**src/rtl/inst_fetch_pkg.sv**
```systemverilog
// ----------------------------------------------------------------------------
// inst_fetch_pkg
// Shared constants for the instruction-fetch stage and its IF/ID register.
//   NOP_INST         : instruction word written into IF/ID on a flush
//   INST_WIDTH       : width of an instruction word and of the PC
//   PC_STEP          : byte distance between sequential instructions
//   DEFAULT_RESET_PC : PC loaded at reset unless the top overrides it
// ----------------------------------------------------------------------------
package inst_fetch_pkg;

    localparam int          INST_WIDTH       = 32;
    localparam logic [31:0] NOP_INST         = 32'h0000_0000;
    localparam logic [31:0] PC_STEP          = 32'd4;
    localparam logic [31:0] DEFAULT_RESET_PC = 32'h0000_0000;

endpackage

```
**src/rtl/inst_fetch_if_id_reg.sv**
```systemverilog
// ----------------------------------------------------------------------------
// if_id_reg
// IF/ID pipeline register: instruction word, fetch PC + 4 and a valid flag.
// Ports:
//   clk, rst_n   : clock and synchronous active-low reset
//   i_hold       : keep all outputs unchanged this edge
//   i_flush      : replace contents with a NOP bubble (wins over i_hold)
//   i_inst       : instruction word to capture
//   i_pc_plus4   : fetch PC + 4 to capture
//   o_inst       : registered instruction
//   o_pc_plus4   : registered fetch PC + 4
//   o_valid      : 1 = o_inst is a real fetched instruction, 0 = bubble
// Priority on each edge: reset > flush > hold > load.
// ----------------------------------------------------------------------------
module if_id_reg
    import inst_fetch_pkg::*;
(
    input  logic                  clk,
    input  logic                  rst_n,
    input  logic                  i_hold,
    input  logic                  i_flush,
    input  logic [INST_WIDTH-1:0] i_inst,
    input  logic [INST_WIDTH-1:0] i_pc_plus4,
    output logic [INST_WIDTH-1:0] o_inst,
    output logic [INST_WIDTH-1:0] o_pc_plus4,
    output logic                  o_valid
);

    logic [INST_WIDTH-1:0] r_inst;
    logic [INST_WIDTH-1:0] r_pc_plus4;
    logic                  r_valid;

    always_ff @(posedge clk) begin
        if (!rst_n) begin
            r_inst     <= NOP_INST;
            r_pc_plus4 <= '0;
            r_valid    <= 1'b0;
        end else if (i_flush) begin
            r_inst     <= NOP_INST;
            r_pc_plus4 <= '0;
            r_valid    <= 1'b0;
        end else if (!i_hold) begin
            r_inst     <= i_inst;
            r_pc_plus4 <= i_pc_plus4;
            r_valid    <= 1'b1;
        end
    end

    assign o_inst     = r_inst;
    assign o_pc_plus4 = r_pc_plus4;
    assign o_valid    = r_valid;

endmodule

```
**src/rtl/inst_fetch.sv**
```systemverilog
// ----------------------------------------------------------------------------
// inst_fetch
// Instruction-fetch stage: owns the PC, drives the combinational instruction
// memory address, and captures the returned word into the IF/ID register.
// Ports:
//   clk             : rising-edge clock
//   rst_n           : synchronous active-low reset (PC <= RESET_PC)
//   stall           : hazard hold; PC, IF/ID and fetch_count keep their values
//   redirect        : taken branch/jump; load redirect_target, flush IF/ID
//   redirect_target : new PC, low two bits ignored (word aligned)
//   imem_addr       : byte address to instruction memory (= PC, no latency)
//   imem_data       : instruction word for imem_addr, same cycle
//   if_id_inst      : registered instruction to decode
//   if_id_pc_plus4  : registered fetch PC + 4
//   if_id_valid     : 1 = if_id_inst is a real instruction, 0 = bubble/reset
//   fetch_count     : instructions accepted into IF/ID (wraps silently)
// if_id_valid has no ready partner: decode consumes on every edge, and the
// hazard unit expresses back-pressure through stall instead.
// Priority on each edge: reset > redirect > stall > advance.
// ----------------------------------------------------------------------------
module inst_fetch
    import inst_fetch_pkg::*;
#(
    parameter logic [31:0] RESET_PC = DEFAULT_RESET_PC
) (
    input  logic        clk,
    input  logic        rst_n,
    input  logic        stall,
    input  logic        redirect,
    input  logic [31:0] redirect_target,
    output logic [31:0] imem_addr,
    input  logic [31:0] imem_data,
    output logic [31:0] if_id_inst,
    output logic [31:0] if_id_pc_plus4,
    output logic        if_id_valid,
    output logic [31:0] fetch_count
);

    logic [31:0] r_pc;
    logic [31:0] r_fetch_count;
    logic [31:0] w_pc_plus4;
    logic [31:0] w_redirect_pc;

    // Natural 32-bit overflow gives the required modulo-2^32 PC wrap.
    assign w_pc_plus4    = r_pc + PC_STEP;
    // Force word alignment of branch/jump targets.
    assign w_redirect_pc = redirect_target & 32'hFFFF_FFFC;

    always_ff @(posedge clk) begin
        if (!rst_n) begin
            r_pc          <= RESET_PC;
            r_fetch_count <= '0;
        end else if (redirect) begin
            // Target is fetched on the very next cycle; count holds since the
            // IF/ID slot receives a bubble, not an accepted instruction.
            r_pc <= w_redirect_pc;
        end else if (!stall) begin
            r_pc          <= w_pc_plus4;
            r_fetch_count <= r_fetch_count + 32'd1;
        end
    end

    if_id_reg u_if_id_reg (
        .clk        (clk),
        .rst_n      (rst_n),
        .i_hold     (stall),
        .i_flush    (redirect),
        .i_inst     (imem_data),
        .i_pc_plus4 (w_pc_plus4),
        .o_inst     (if_id_inst),
        .o_pc_plus4 (if_id_pc_plus4),
        .o_valid    (if_id_valid)
    );

    assign imem_addr   = r_pc;
    assign fetch_count = r_fetch_count;

endmodule

```
**config.mk**
```make
export PLATFORM = sky130hd
export DESIGN_NAME = inst_fetch
export DESIGN_NICKNAME = d
export VERILOG_FILES = /design/src/rtl/inst_fetch_pkg.sv /design/src/rtl/inst_fetch_if_id_reg.sv /design/src/rtl/inst_fetch.sv
export SDC_FILE = /design/constraint.sdc
export NUM_CORES = 1
export LEC_CHECK = 0
export CORE_UTILIZATION = 46
export DETAILED_ROUTE_END_ITERATION = 6
export PLACE_DENSITY = 0.84
export SLEW_MARGIN = 15
export SYNTH_ARGS = -nofsm -noshare
export SYNTH_HDL_FRONTEND = slang
export SYNTH_SLANG_ARGS = --single-unit
```
**constraint.sdc**
```tcl
create_clock -name clk -period 2.85 [get_ports clk]
set_input_delay 0.57 -clock clk [delete_from_list [all_inputs] [get_ports clk]]
set_output_delay 0.57 -clock clk [all_outputs]
set_load 0.02 [all_outputs]
```
==> results <==
- Data arrives at the worst endpoint at 2740 ps.
- The critical path in this run is classified as reg2reg.
- The first global-routing pass estimated 28100 um of wire.
- The latest clock arrival within the worst-skew pair is 410 ps.
- Counting the buffers created by CTS gives 17.
- The H-tree was split into 4 levels.
- Of the cells placed in the final design, the portion with a size suffix greater than 1 is 7.00%.
- dfxtp_1 is the most common cell in the netlist.
- By area the synthesized netlist is led by dfxtp_1 (42%), mux2i_1 (6.0%), o21ai_0 (4.8%).
- The number of slew-limit violations in the final report is 0.
- The count of nets after finishing is 944.
- The synthesis warning total is 0.
- The reg-to-reg setup timing slack is 450 ps.
- In the final routed layout, each cell accounts on average for 16.6 um.
- The portion of the clock cycle consumed by the worst path in the final layout is 84.1%.
- In the synthesized netlist, the cells that appear most often are dfxtp_1 (125), nor2_1 (68), o21ai_0 (57), clkbuf_1 (47), a21oi_1 (42).
- Max-cap violations in this run came to 0.
- Detailed routing inserted a total of 6020 vias.
- The effective utilization at floorplan is 47.3%.
- After detailed routing, the number of vias per cell comes to 5.69.
- The number of top-level pins is 197.
- 0 antenna diodes ended up in the layout.
- The count of cell types in the netlist is 50.
- After clock tree synthesis, the flow added hold-fix buffers numbering 0.
- In this run the critical register-to-register path is captured at fetch_count[30]$_SDFFE_PN0P_.
- For the worst flop-to-flop path, the logic depth is 5.
- In this run, the number of DRC markers left after iteration 0 of detailed routing was 471.
- In the global route stage, overall resource usage came out at 26.7%.
- After synthesis, flip-flops and latches occupy 41.9% of the total area.
- The number of endpoints failing setup at the final stage is 0.
- The number of search-and-repair iterations in the first detailed-routing pass is 5.
- The root buffer cell chosen for the clock tree is clkbuf_16.
- The final critical delay including setup and external delays is 2400 ps.
- The worst hold-check path type is reg2reg.
- The number of standard cells after synthesis is 704.
- The total negative slack is 0 ps.
- The number of fill cells is 1023.
- The standby leakage power is 2.93 nW.
- The launching point of the worst reg2reg path is fetch_count[0]$_SDFFE_PN0P_.
- The synthesized area per cell is 8.48 um^2.
- The clock edge transition at the registers on the reported setup and hold paths is 50 ps.
- In this run the tool buffered the top-level ports with 190 buffer cells.
- The biggest area consumer among synthesized cells is dfxtp_1.
- Entering global routing, the biggest net connects 44 pins.
- The area growth from synthesis to final layout is 44.2%.
- In the synthesized netlist the dominant register cell turns out to be dfxtp_1.
- The number of global-route vias before repair is 5762.
- The type of destination of the critical path is a flop.
- Setup repair after global routing left no endpoint under its margin.
- The maximum fanout along the worst path is 18.
- Counting every sink on the clock net gives 125.
- The maximum resistive drop on vdd is 463 uV.
- TritonCTS built the clock tree.
- After legalization and detailed placement, the total HPWL measured 12100 um.
- The worst-case clock skew is 5.68 ps.
- The core outline area is 12600 um^2.
- The area fraction of the dominant cell type after synthesis is 41.9%.
- From left edge to right edge, the die measures 116 um.
- Summed over all layers, the routed wires come to 17500 um.
- The number of flops mapped to enable cells by yosys is 0.
- The vertical extent of the die is 116 um.
- The timing endpoint of the critical path is fetch_count[30]$_SDFFE_PN0P_.
- Counting flops with an async set or reset pin after synthesis yields a share of 0%.
- The total overflow left after global routing is 0.
- The number of hold-slack violations in the final timing report is 0.
- The die covers 13400 um^2.
- The post-CTS setup buffer count is 0.
- For this run, design rule violations remaining after detail routing come to 0.
- The post-CTS resize count is 0.
- The placement row count is 41.
- The netlist area before placement is 5970 um^2.
- The clock passes through at most 2 buffers.
- The flip-flop and latch count after synthesis is 125.
- The count of nets left with antenna violations once routing finished came out at 0.
- The maximum achievable frequency is 0.417 GHz.
- Routability-driven placement finished with a final weighted congestion of 0.817.
- The startpoint type of the worst setup path is a flop.
- Power spread over the standard cell area amounts to 545 nW/um^2.
- The slew at the pin with the worst max-slew slack is 645 ps.
- The run finished with clean final reports.
- At the worst endpoint, the required time is 3190 ps.
- The number of antenna violations at the first check in global routing was 0.
- The filler-free cell count of the finished design is 1058.
- Tracing the worst setup path back leads to its startpoint at fetch_count[0]$_SDFFE_PN0P_.
- The tightest slew margin relative to the limit is 56.8%.
- The placed cell count is 1027.
sequential cells by signal (all words and copies together), names as in the netlist:
| register | cells |
|---|---|
| fetch_count | 32 |
| imem_addr | 30 |
| u_if_id_reg.o_inst | 32 |
| u_if_id_reg.o_pc_plus4 | 30 |
| u_if_id_reg.o_valid | 1 |
final cells by class:
class,instances,area (um^2),area share [%]
clock inverter,6,105,1.22
tap,172,215,2.50
multi-input combinational,505,3150,36.5
sequential,125,2500,29.0
clock buffer,25,515,5.98
inverter,11,41.3,0.479
timing repair buffer,214,2090,24.3
placed cells by master, fill, tap and decap left out, types with 6 or more instances in the layout:
master / instances
nor2_1: 68
nand2_1: 40
xnor2_1: 25
a31oi_1: 15
nand3_1: 21
o31ai_1: 27
or3_1: 15
nor3_1: 18
nor4_1: 22
clkbuf_8: 6
o21ai_0: 57
a21oi_1: 42
clkbuf_16: 17
buf_4: 23
xor2_1: 9
mux2i_1: 36
nand4_1: 16
and4_1: 10
clkdlybuf4s50_1: 189
inv_1: 10
a311oi_1: 8
dfxtp_1: 125
or4_1: 31
report_power, final:
group / internal [mW] / leakage (nW) / switching [mW]
logic: 0.277 / 1.60 / 0.268
registers: 1.81 / 1.02 / 0.0834
clock network: 1.51 / 0.309 / 0.749
total: 3.59 / 2.93 / 1.10
routing by layer:
layer / track usage, % / up-vias / wire length, um
li1: - / 2927 / -
met3: 8.94 / 31 / 1500
met1: 31.9 / 2819 / 7220
met4: 12.0 / 0 / 371
met2: 43.7 / 243 / 8460
met5: 0 / - / 0
worst max-delay path: stages (launching register included):
cell and delay (ps):
dfxtp_1 430, ha_1 200, or3b_4 380, or3_1 590
or4_1 580, a21oi_1 160
cell families (layout without fill, tap and decap cells):
family                   after synthesis  in the layout  synth area share, %
AND/OR/NAND/NOR                      263            263                 24.1
XOR/XNOR                              34             34                 4.99
other                                  1              4               0.0628
buffers and inverters                 77            256                 5.61
multiplexers                          36             36                 6.03
adder cells (fa/ha/maj)                2              2                0.419
flip-flops                           125            125                 41.9
AO/OA/AOI/OAI                        166            166                 16.9
stage by stage:
step	cell area (um^2)	util (%)	total power, mW	setup slack, ps	hold slack [ps]
finish	8620	68.3	4.69	452	450
global route	8620	68.3	4.85	333	474
CTS	8620	68.3	4.72	466	453
detailed placement	8000	63.4	2.47	80.9	441
global placement	8000	63.4	2.46	117	436
floorplan	5980	-	2.19	592	540
how the worst min path moves through the flow:
stage / start / endpoint / slack [ps] / depth (start not counted)
detailed placement: u_if_id_reg.o_valid$_SDFFE_PP0N_ / u_if_id_reg.o_valid$_SDFFE_PP0N_ / 440 / 1
global placement: u_if_id_reg.o_valid$_SDFFE_PP0N_ / u_if_id_reg.o_valid$_SDFFE_PP0N_ / 440 / 1
finish: u_if_id_reg.o_valid$_SDFFE_PP0N_ / u_if_id_reg.o_valid$_SDFFE_PP0N_ / 450 / 1
floorplan: fetch_count[31]$_SDFFE_PN0P_ / fetch_count[31]$_SDFFE_PN0P_ / 540 / 2
CTS: u_if_id_reg.o_valid$_SDFFE_PP0N_ / u_if_id_reg.o_valid$_SDFFE_PP0N_ / 450 / 1
global route: u_if_id_reg.o_valid$_SDFFE_PP0N_ / u_if_id_reg.o_valid$_SDFFE_PP0N_ / 470 / 1
No activity file was read; power rests on OpenSTA's default activity.
